## src/rtl/router_output_arbiter.sv

```systemverilog
// router_output_arbiter: round-robin arbiter plus one-entry output buffer
// sitting in front of one NoC router output direction.
// Optional build macro ROUTER_OUTPUT_ARBITER_STATS_EN adds o_grantCount,
// a set of saturating 16-bit per-requester grant counters.

package pa_noc;
  localparam int PACKET_WIDTH = 8;
endpackage

module router_output_arbiter #(
  parameter  int NUM_REQ      = 5,
  localparam int PACKET_WIDTH = pa_noc::PACKET_WIDTH
) (
  input  logic                            i_clk,
  input  logic                            i_srst,
  input  logic [NUM_REQ*PACKET_WIDTH-1:0] i_packet,
  input  logic [NUM_REQ-1:0]              i_valid,
  output logic [NUM_REQ-1:0]              o_ready,
  output logic [PACKET_WIDTH-1:0]         o_packet,
  output logic                            o_valid,
  input  logic                            i_ready
`ifdef ROUTER_OUTPUT_ARBITER_STATS_EN
  ,
  output logic [NUM_REQ*16-1:0]           o_grantCount
`endif
);

  localparam int PTR_W = $clog2(NUM_REQ);

  typedef enum logic {EMPTY, FULL} bufState_t;

  bufState_t               state;
  bufState_t               stateNext;
  logic [PTR_W-1:0]        ptr;
  logic [PTR_W-1:0]        ptrNext;
  logic [PTR_W-1:0]        grantIdx;
  logic                    grantFound;
  logic                    canLoad;
  logic                    transfer;
  logic [PACKET_WIDTH-1:0] grantPacket;
  int                      candIdx;

  // Round-robin search: first valid requester starting at ptr, wrapping.
  always_comb begin
    grantFound = 1'b0;
    grantIdx   = '0;
    candIdx    = 0;
    for (int i = 0; i < NUM_REQ; i++) begin
      candIdx = int'(ptr) + i;
      if (candIdx >= NUM_REQ) candIdx = candIdx - NUM_REQ;
      if (!grantFound && i_valid[PTR_W'(candIdx)]) begin
        grantFound = 1'b1;
        grantIdx   = PTR_W'(candIdx);
      end
    end
  end

  // Winner's packet and the pointer value that follows it.
  always_comb begin
    grantPacket = i_packet[int'(grantIdx)*PACKET_WIDTH +: PACKET_WIDTH];
    ptrNext     = (grantIdx == PTR_W'(NUM_REQ-1)) ? '0 : grantIdx + 1'b1;
  end

  // Buffer FSM next state and grant; grant is suppressed while in reset.
  always_comb begin
    stateNext = state;
    o_ready   = '0;
    transfer  = 1'b0;
    canLoad   = (state == EMPTY) || i_ready;
    if (!i_srst && canLoad && grantFound) begin
      o_ready[grantIdx] = 1'b1;
      transfer          = 1'b1;
      stateNext         = FULL;
    end else if (state == FULL && i_ready) begin
      stateNext = EMPTY;
    end
  end

  // State, pointer and buffered packet registers.
  always_ff @(posedge i_clk) begin
    if (i_srst) begin
      state    <= EMPTY;
      ptr      <= '0;
      o_packet <= '0;
    end else begin
      state <= stateNext;
      if (transfer) begin
        ptr      <= ptrNext;
        o_packet <= grantPacket;
      end
    end
  end

  assign o_valid = (state == FULL);

`ifdef ROUTER_OUTPUT_ARBITER_STATS_EN
  logic [15:0] grantCount [NUM_REQ];

  // Saturating per-requester grant counters.
  always_ff @(posedge i_clk) begin
    if (i_srst) begin
      for (int k = 0; k < NUM_REQ; k++) grantCount[k] <= '0;
    end else begin
      for (int k = 0; k < NUM_REQ; k++) begin
        if (transfer && grantIdx == PTR_W'(k) && grantCount[k] != 16'hFFFF) begin
          grantCount[k] <= grantCount[k] + 16'd1;
        end
      end
    end
  end

  // Flatten the counters onto the output port.
  always_comb begin
    o_grantCount = '0;
    for (int k = 0; k < NUM_REQ; k++) o_grantCount[k*16 +: 16] = grantCount[k];
  end
`endif

endmodule

```

## config.mk

```make
export PLATFORM = sky130hd
export DESIGN_NAME = router_output_arbiter
export DESIGN_NICKNAME = d
export VERILOG_FILES = /design/src/rtl/router_output_arbiter.sv
export SDC_FILE = /design/constraint.sdc
export NUM_CORES = 1
export LEC_CHECK = 0
export BUFFER_PORTS_ARGS = -buffer_cell sky130_fd_sc_hd__buf_2
export CORE_MARGIN = 2
export CORE_UTILIZATION = 51
export DETAILED_ROUTE_END_ITERATION = 16
export PLACE_DENSITY = 0.88
export SETUP_SLACK_MARGIN = 0.5
export SYNTH_ARGS = -nofsm -noshare
export SYNTH_HDL_FRONTEND = slang
export SYNTH_SLANG_ARGS = --single-unit
```

## constraint.sdc

```tcl
create_clock -name i_clk -period 4.4 [get_ports i_clk]
set_clock_uncertainty 0.1 [all_clocks]
set_input_delay 0.44 -clock i_clk [delete_from_list [all_inputs] [get_ports i_clk]]
set_output_delay 0.44 -clock i_clk [all_outputs]
set_load 0.05 [all_outputs]
```

==> impl_results.md, run 1 <==
* Outcome: complete, no violations
* Max transition margin at 71.4%
* CTS tree: done
* Layout cells sized above 1 at 43.3%
* Worst Tran Pin Value at 0.424 ns
* HP Class: input port to flop
* DRT antenna net count at 0
* WP data required at 3.86 ns
* Most frequent cells after synthesis: mux2i_1 (24), nor2_1 (19), dfxtp_1 (12), o221ai_1 (10)
* Final nets at 352
* Critical path class: flop to output port
* Grt ovf at 0
* Clk Latency, worst-skew pair at 0.27 ns
* Number of synthesized flops with an enable pin at 0
* Vias in the first global route at 2059
* Post-synthesis cell count at 214
* Antenna violations before repair at 0
* DR vias at 2171
* Die height at 63.0 um
* Port Buffers at 61
* Hold-fix buffers at CTS at 0
* I/O pin count at 62
* Clk root buf: clkbuf_4
* Cell taking the most area after synthesis: dfxtp_1
* Fin. Hold Viols at 0
* Drt drc at 0
* Pin count of the biggest net entering global routing at 29
* Total of max-cap violations at 0
* Diode count at 0
* Period utilisation layout at 91.3%
* Worst setup EP type: output port
* Seq/Total Area, Yosys at 13.5%
* Die Wd at 63.0 um
* GRT Total Usage at 28.1%
* Most frequent cell after synthesis: mux2i_1
* Startpoint types: flop
* Critical-path maximum fanout at 10
* Fmax at 0.249 GHz
* First-pass GRT wire length at 9100 um
* Synth top area share at 13.5%
* Avg Cell Area, Syn at 8.30 um^2
* Longest Clk Path Bufs at 2
* CTS sink cnt at 12
* Layout area overhead at 40.4%
* RePlAce Congestion at 0.924
* Fin crit period at 4.02 ns
* Setup TNS at 0 ns
* Hold path depth at 2
* Detailed Routing Iterations Pass 1 at 4
* Final Max Slew Viols at 0
* Clk slew on worst S/H paths at 0.08 ns
* Placeable Area at 0.00334 mm^2
* Num CTS Buffers at 3
* Setup-failing EPs final at 0
* Rows at 21
* WP data arrival at 3.48 ns
* WL final at 6310 um
* Die area at 0.00397 mm^2
* Initial core utilization at 53.2%
* Seq cells post-synth at 12
* Synth cell types at 62
* H-tree depth at 1
* Synth warn at 0
* Hpwl dp at 3990 um
* WL/cell at 18.6 um
* Synth top area cells: dfxtp_1 (14%), mux2i_1 (14%), ha_1 (5.6%)
* DR iter-0 viols at 168
* Vias per cell at 6.40
* Prevailing post-synth register cell: dfxtp_1
* FFs w/ async S/R, synth at 0%
* RSZ-0062 raised after global routing: true
* Worst r2r path cells at 13
* Net Count, Synth at 271
* Mapped Area at 0.00178 mm^2
flip-flops by register name, summed over array words and instances (netlist names):
signal    cells
o_valid       1
o_packet      8
ptr           3
per-stage QoR:
stage / cell area (um^2) / util, % / setup slack, ns / cells / hold slack [ns]
6_report: 2490 / 74.7 / 0.385 / 339 / 0.283
5_1_grt: 2490 / 74.7 / 0.268 / 339 / 0.294
4_1_cts: 2390 / 71.7 / 0.474 / 333 / 0.280
3_5_place_dp: 2150 / 64.5 / 0.132 / 316 / 0.362
3_3_place_gp: 2150 / 64.5 / 0.148 / 316 / 0.362
2_1_floorplan: 1820 / - / 0.512 / 214 / 0.409
cells by family (layout without fill, tap and decap cells):
| kind of cell | after synthesis | after routing | share of synthesized area [%] |
|---|---|---|---|
| DFF | 12 | 12 | 13.5 |
| AOI/OAI and AO/OA | 71 | 71 | 32.0 |
| adders and majority gates | 9 | 9 | 6.76 |
| and+or+nand+nor | 66 | 66 | 21.5 |
| buffers and inverters | 22 | 101 | 6.76 |
| xor gates and xnor gates | 7 | 7 | 3.45 |
| muxes | 27 | 27 | 16.1 |
worst paths after layout:
kind / startpoint / end / slack, ns
worst min-delay path: i_srst / o_valid / 0.28
worst max register to register: ptr[0] / o_packet[0] / 0.77
worst max-delay path: ptr[0] / o_ready[1] / 0.38
worst min register to register: o_packet[6] / o_packet[6] / 0.40
layout by cell type (no fill, tap or decap), types with 5 or more instances in the layout:
| master | instances |
|---|---|
| buf_2 | 56 |
| buf_4 | 25 |
| mux2i_1 | 24 |
| nor2_1 | 15 |
| dfxtp_1 | 10 |
| o221ai_1 | 9 |
| nand2b_1 | 8 |
| a32oi_1 | 8 |
| a21oi_1 | 7 |
| inv_1 | 6 |
| xnor2_1 | 6 |
| nor2b_1 | 6 |
| nand2_1 | 5 |
worst max-delay path, cell delays in order (launching register included):
cell	delay, ns
dfxtp_2	0.37
clkinvlp_4	0.18
ha_4	0.38
inv_1	0.11
o311ai_0	0.40
mux2i_1	0.18
a211o_1	0.39
a22oi_2	0.23
o22a_1	0.21
a21oi_4	0.06
or3b_4	0.43
nor2_4	0.10
buf_6	0.16
timing repair:
item / 4_1_cts / 5_1_grt
buffers inserted: 14 / 6
pin swaps: 11 / 13
gates cloned: 0 / 0
gates resized for setup: 29 / 13
setup endpoints to repair: 5 / 5
routing by layer:
metal  vias up  GRT usage (%)  part of all wire [%]
li1        991              -                     -
met1      1042           31.5                    39
met4         0           9.72                   2.3
met2       118           54.0                    53
met3        20           2.88                   6.3
met5         -              0                     0
area by class of cell:
type                    instances  area [um^2]
flip-flops and latches         12          243
clock buffers                   3         22.5
well taps                      46         57.6
inverters                       9         37.5
fillers                       236          843
multi-input cells             180         1570
repair buffers                 89          566
Power of run 1 is left out: the tool's default activity adds up to more than one toggle a clock period on the data nets, which glitch-free logic cannot reach.
==> inputs of run 2 (changes only) <==
--- a/config.mk
+++ b/config.mk
@@ -7,9 +7,11 @@
 export LEC_CHECK = 0
 export BUFFER_PORTS_ARGS = -buffer_cell sky130_fd_sc_hd__buf_2
 export CORE_MARGIN = 2
-export CORE_UTILIZATION = 51
+export CORE_UTILIZATION = 52
+export CTS_BUF_LIST = sky130_fd_sc_hd__clkbuf_4
 export DETAILED_ROUTE_END_ITERATION = 16
-export PLACE_DENSITY = 0.88
+export HOLD_SLACK_MARGIN = 0.08
+export PLACE_DENSITY = 0.9
 export SETUP_SLACK_MARGIN = 0.5
 export SYNTH_ARGS = -nofsm -noshare
 export SYNTH_HDL_FRONTEND = slang
==> run 2 against run 1 <==
Effect of this change:
- wire length is 13% higher
- maximum frequency fell by 2.1%
- critical path type unchanged
- sequential share of layout area fell by 0.29 points
- critical endpoint unchanged
- first-iteration DRC count increased by 35%
- global-route usage up 4.7 points
- count of clock-buffer cells in the layout unchanged
- largest cell class unchanged
- critical path depth is 3 higher
- setup slack worse by 0.086 ns
- register-to-register slack got worse by 0.04 ns
==> impl_results.md, run 2 (synthesis gave the netlist of run 1 again) <==
* Most frequent cells in the layout: buf_2 (56), buf_4 (30), mux2i_1 (23) (was buf_2 (56), buf_4 (25), mux2i_1 (24))
* Most flops, register: o_packet (unchanged)
* Num CTS Buffers at 3 (unchanged)
* Worst path cell trace: clkinvlp_4, buf_4, buf_4, buf_4, buf_4, buf_4, o311ai_2, mux2i_1, a211o_1, a22oi_2, o22a_1, a21oi_2, or3b_4, nor2_4, buf_6 (was clkinvlp_4, ha_4, inv_1, o311ai_0, mux2i_1, a211o_1, a22oi_2, o22a_1, a21oi_4, or3b_4, nor2_4, buf_6)
* Final nets at 358 (was 352)
* Die area at 0.00390 mm^2 (was 0.00397 mm^2)
* Detailed Routing Iterations Pass 1 at 4 (unchanged)
* Hold path depth at 3 (was 2)
* Filler cells at 207 (was 236)
* Hpwl dp at 4060 um (was 3990 um)
* H-tree depth at 1 (unchanged)
* Worst r2r path cells at 14 (was 13)
* Outcome: complete, no violations (unchanged)
* Layout area overhead at 44.7% (was 40.4%)
* Fin. Hold Viols at 0 (unchanged)
* Pin count of the biggest net entering global routing at 29 (unchanged)
* Fmax at 0.244 GHz (was 0.249 GHz)
* Setup TNS at 0 ns (unchanged)
* Drt drc at 0 (unchanged)
* Setup-failing EPs final at 0 (unchanged)
* CTS tree: done (unchanged)
* DR vias at 2279 (was 2171)
* HP Class: input port to flop (unchanged)
* Critical-path top delay cell: or3b_4 (unchanged)
* Initial core utilization at 53.7% (was 53.2%)
* Commonest non-fill, non-tap cell in the layout: buf_2 (unchanged)
* Clk Latency, worst-skew pair at 0.29 ns (was 0.27 ns)
* GRT Total Usage at 32.7% (was 28.1%)
* Critical path class: flop to output port (unchanged)
* Grt ovf at 0 (unchanged)
* RePlAce Congestion at 0.908 (was 0.924)
* Startpoint types: flop (unchanged)
* Critical-path maximum fanout at 5 (was 10)
* DR iter-0 viols at 227 (was 168)
* WP data arrival at 3.56 ns (was 3.48 ns)
* Antenna violations before repair at 0 (unchanged)
* Clk root buf: clkbuf_4 (unchanged)
* DRT antenna net count at 0 (unchanged)
* Total of max-cap violations at 0 (unchanged)
* First-pass GRT wire length at 10200 um (was 9100 um)
* Layout cells sized above 1 at 47.0% (was 43.3%)
* Longest Clk Path Bufs at 2 (unchanged)
* Most used cell along the critical path: buf_4
* Worst Tran Pin Value at 0.465 ns (was 0.424 ns)
* CTS sink cnt at 12 (unchanged)
* Rows at 21 (unchanged)
* Final Max Slew Viols at 0 (unchanged)
* Die Wd at 62.5 um (was 63.0 um)
* Diode count at 0 (unchanged)
* Crit-path max cell delay at 0.45 ns (was 0.43 ns)
* Placeable Area at 0.00331 mm^2 (was 0.00334 mm^2)
* Vias in the first global route at 2189 (was 2059)
* Max reg flops at 8 (unchanged)
* Period utilisation layout at 93.2% (was 91.3%)
* I/O pin count at 62 (unchanged)
* Fin crit period at 4.10 ns (was 4.02 ns)
* Port Buffers at 61 (unchanged)
* Worst setup EP type: output port (unchanged)
* RSZ-0062 raised after global routing: true (unchanged)
* Max transition margin at 69.0% (was 71.4%)
* Clk slew on worst S/H paths at 0.08 ns (about the same)
* WL final at 7150 um (was 6310 um)
* WL/cell at 20.7 um (was 18.6 um)
* Vias per cell at 6.59 (was 6.40)
* Die height at 62.5 um (was 63.0 um)
* WP data required at 3.86 ns (about the same)
## run 2: metal layers
metal	track usage, %	up-vias	part of all wire, %
met5	0	-	0
met4	19.7	0	6.3
met3	4.86	53	7.7
met2	59.8	178	51
met1	35.3	1044	35
li1	-	1004	-
## run 2: worst max-delay path: cells and delay by family, from the launching register on
family          cells  cell delay, ns
flops               1            0.38
compound gates      5            1.14
simple gates        2            0.57
buf+inv             7            1.01
mux                 1            0.17
## run 2: area by class of cell
type / instances / area, um^2 / area share [%]
inverters: 9 / 37.5 / 1.46
clock inverters: 1 / 3.75 / 0.146
flip-flops and latches: 12 / 243 / 9.44
well taps: 46 / 57.6 / 2.24
multi-input cells: 180 / 1600 / 62.2
clock buffers: 3 / 22.5 / 0.876
repair buffers: 95 / 607 / 23.6
## run 2: timing repair
action,4_1_cts,5_1_grt
buffers inserted,19,6
pin swaps,13,15
hold buffers,0,0
endpoints found under the setup margin,5,6
gates resized for setup,22,27
cloned,0,0
## run 2: worst paths after layout
kind,from,to,slack (ns)
max,ptr[0],o_ready[1],0.30
max reg2reg,ptr[1],o_packet[7],0.73
min,i_packet[38],o_packet[6],0.29
min reg2reg,o_packet[6],o_packet[6],0.39
## run 2: per-stage QoR
| step | instance area, um^2 | util (%) | std cells | worst slack (ns) | hold slack (ns) |
|---|---|---|---|---|---|
| floorplan | 1820 | - | 214 | 0.512 | 0.409 |
| global route | 2570 | 77.7 | 346 | 0.235 | 0.290 |
| global placement | 2160 | 65.3 | 317 | 0.252 | 0.359 |
| finish | 2570 | 77.7 | 346 | 0.298 | 0.293 |
| detailed placement | 2160 | 65.3 | 317 | 0.173 | 0.362 |
| CTS | 2410 | 72.8 | 340 | 0.423 | 0.272 |
Power of run 2 is left out for the same reason.
==> inputs of run 3 (changes only) <==
--- a/config.mk
+++ b/config.mk
@@ -6,12 +6,14 @@
 export NUM_CORES = 1
 export LEC_CHECK = 0
 export BUFFER_PORTS_ARGS = -buffer_cell sky130_fd_sc_hd__buf_2
+export CELL_PAD_IN_SITES_DETAIL_PLACEMENT = 2
+export CELL_PAD_IN_SITES_GLOBAL_PLACEMENT = 2
 export CORE_MARGIN = 2
-export CORE_UTILIZATION = 52
+export CORE_UTILIZATION = 29
 export CTS_BUF_LIST = sky130_fd_sc_hd__clkbuf_4
 export DETAILED_ROUTE_END_ITERATION = 16
 export HOLD_SLACK_MARGIN = 0.08
-export PLACE_DENSITY = 0.9
+export PLACE_DENSITY = 0.89
 export SETUP_SLACK_MARGIN = 0.5
 export SYNTH_ARGS = -nofsm -noshare
 export SYNTH_HDL_FRONTEND = slang
==> constraint.sdc (replaced) <==
create_clock -name i_clk -period 4 [get_ports i_clk]
set_clock_uncertainty 0.1 [all_clocks]
set_input_delay 0.4 -clock i_clk [delete_from_list [all_inputs] [get_ports i_clk]]
set_output_delay 0.4 -clock i_clk [all_outputs]
set_load 0.05 [all_outputs]
==> run 3 against run 2 <==
Effect of this change:
- the run now ends with negative setup slack left
- critical endpoint is now o_ready[3]
- largest cell class unchanged
- die area rose by 74%
- critical path type unchanged
- utilization fell by 29 points
- via count fell by 0.48%
==> impl_results.md, run 3 (synthesis gave the netlist of run 1 again) <==
* Vias per cell at 5.98 (was 6.59)
* Num CTS Buffers at 3 (unchanged)
* Fmax at 0.246 GHz
* Critical-path top delay cell: mux4_2 (was or3b_4)
* Pin count of the biggest net entering global routing at 29 (unchanged)
* DRT antenna net count at 0 (unchanged)
* Layout cells sized above 1 at 53.3% (was 47.0%)
* Layout area overhead at 61.2% (was 44.7%)
* Fin crit period at 4.06 ns
* Placeable Area at 0.00592 mm^2 (was 0.00331 mm^2)
* RePlAce Congestion at 0.836 (was 0.908)
* Hold_sp: i_packet[37] (was i_packet[38])
* CTS tree: done (unchanged)
* Crit Reg-Reg Startpoint: ptr[0] (was ptr[1])
* Final non-filler cell total at 379 (was 346)
* WP data required at 3.50 ns (was 3.86 ns)
* I/O pin count at 62 (unchanged)
* Clk Latency, worst-skew pair at 0.30 ns (was 0.29 ns)
* Max reg flops at 8 (unchanged)
* Seq. cell area at 248 um^2 (was 243 um^2)
* Placed instance count at 352 (was 317)
* DR iter-0 viols at 88 (was 227)
* Worst setup EP type: output port (unchanged)
* Detailed Routing Iterations Pass 1 at 4 (unchanged)
* Drt drc at 0 (unchanged)
* Core Util, Final at 48.4% (was 77.7%)
* Critical path class: flop to output port (unchanged)
* Setup-failing EPs final at 3 (was 0)
* Grt ovf at 0 (unchanged)
* Crit-path max cell delay at 0.59 ns (was 0.45 ns)
* CTS sink cnt at 12 (unchanged)
* Final Max Slew Viols at 0 (unchanged)
* Worst Tran Pin Value at 0.451 ns (was 0.465 ns)
* Vias in the first global route at 2400 (was 2189)
* Failing checks: negative setup slack
* Die Wd at 82.3 um (was 62.5 um)
* Clk root buf: clkbuf_4 (unchanged)
* HP Class: input port to flop (unchanged)
* Max transition margin at 69.6% (was 69.0%)
* WP data arrival at 3.56 ns (about the same)
* Startpoint types: flop (unchanged)
* Critical-path maximum fanout at 4 (was 5)
* Initial core utilization at 30.0% (was 53.7%)
* Diode count at 0 (unchanged)
* Setup WS post-layout at -0.0612 ns (was 0.298 ns)
* Period utilisation layout at 102%
* WL final at 10700 um (was 7150 um)
* Longest Clk Path Bufs at 2 (unchanged)
* Crit path from: ptr[0] (unchanged)
* Worst path cell trace: clkinvlp_4, ha_4, inv_2, fa_2, a21oi_4, mux4_2, o2bb2ai_4, buf_6, a22oi_2, o211ai_1, o41a_1, and4b_2, buf_8 (was clkinvlp_4, buf_4, buf_4, buf_4, buf_4, buf_4, o311ai_2, mux2i_1, a211o_1, a22oi_2, o22a_1, a21oi_2, or3b_4, nor2_4, buf_6)
* Most flops, register: o_packet (unchanged)
* Most frequent cells in the layout: buf_2 (56), buf_4 (28), nor2_1 (15), mux2i_1 (15), dfxtp_1 (10) (was buf_2 (56), buf_4 (30), mux2i_1 (23))
* Die height at 82.3 um (was 62.5 um)
* GRT Total Usage at 26.6% (was 32.7%)
* DR vias at 2268 (was 2279)
* WL/cell at 28.1 um (was 20.7 um)
* Port Buffers at 61 (unchanged)
* Die area at 0.00677 mm^2 (was 0.00390 mm^2)
* Total of max-cap violations at 0 (unchanged)
* First-pass GRT wire length at 13400 um (was 10200 um)
* Antenna violations before repair at 0 (unchanged)
* Filler cells at 637 (was 207)
* Commonest non-fill, non-tap cell in the layout: buf_2 (unchanged)
* Final nets at 362 (was 358)
* H-tree depth at 1 (unchanged)
* Outcome: finished with violations (was complete, no violations)
* Multi-input combinational cell area at 0.00177 mm^2 (was 0.00160 mm^2)
* Hpwl dp at 5820 um (was 4060 um)
* RSZ-0062 raised after global routing: true (unchanged)
* Clk slew on worst S/H paths at 0.10 ns (was 0.08 ns)
* Rows at 28 (was 21)
* Fin. Hold Viols at 0 (unchanged)
-- run 3: timing repair --
action                     in CTS  in global routing
setup endpoints to repair      16                 16
gates resized for setup        46                 39
hold buffers                    0                  0
gates cloned                    1                  1
setup buffers                  13                  8
pin swaps                      16                 24
-- run 3: final cells by class --
| type | instances | area share, % |
|---|---|---|
| clock buffers | 3 | 0.786 |
| clock inverters | 1 | 0.131 |
| inverters | 9 | 1.31 |
| multi-input cells | 181 | 61.7 |
| flip-flops and latches | 12 | 8.65 |
| well taps | 75 | 3.28 |
| repair buffers | 98 | 24.2 |
-- run 3: final timing paths --
path,cells after the start,end,slack [ns]
worst max-delay path,13,o_ready[3],-0.06
worst min-delay path,3,o_packet[5],0.27
worst max register to register,16,o_packet[4],0.19
worst min register to register,2,o_packet[5],0.41
-- run 3: layer usage --
metal / share of wire, % / up-vias / GRT usage, % / wire [um]
met3: 4.7 / 22 / 4.02 / 504
met1: 38 / 1144 / 30.2 / 4050
met5: 0 / - / 0 / 0
met4: 2.6 / 0 / 9.83 / 280
met2: 55 / 91 / 49.8 / 5830
li1: - / 1011 / - / -
-- run 3: worst max-delay path, delay by kind of cell, from the launching register on --
family	cells	cell delay, ns
buf+inv	4	0.46
compound gates	5	1.00
mux	1	0.59
flops	1	0.37
fa+ha+maj	2	0.50
simple gates	1	0.34
-- run 3: through the flow --
stage / instance area (um^2) / hold slack (ns) / TNS [ns] / setup WS, ns
4_1_cts: 2610 / 0.271 / 0 / 0.0513
5_1_grt: 2860 / 0.284 / -0.469 / -0.175
3_3_place_gp: 2270 / 0.356 / 0 / 0.0380
2_1_floorplan: 1850 / 0.369 / 0 / 0.249
3_5_place_dp: 2270 / 0.369 / -0.102 / -0.0638
6_report: 2860 / 0.271 / -0.0784 / -0.0612
Power of run 3 is left out for the same reason.
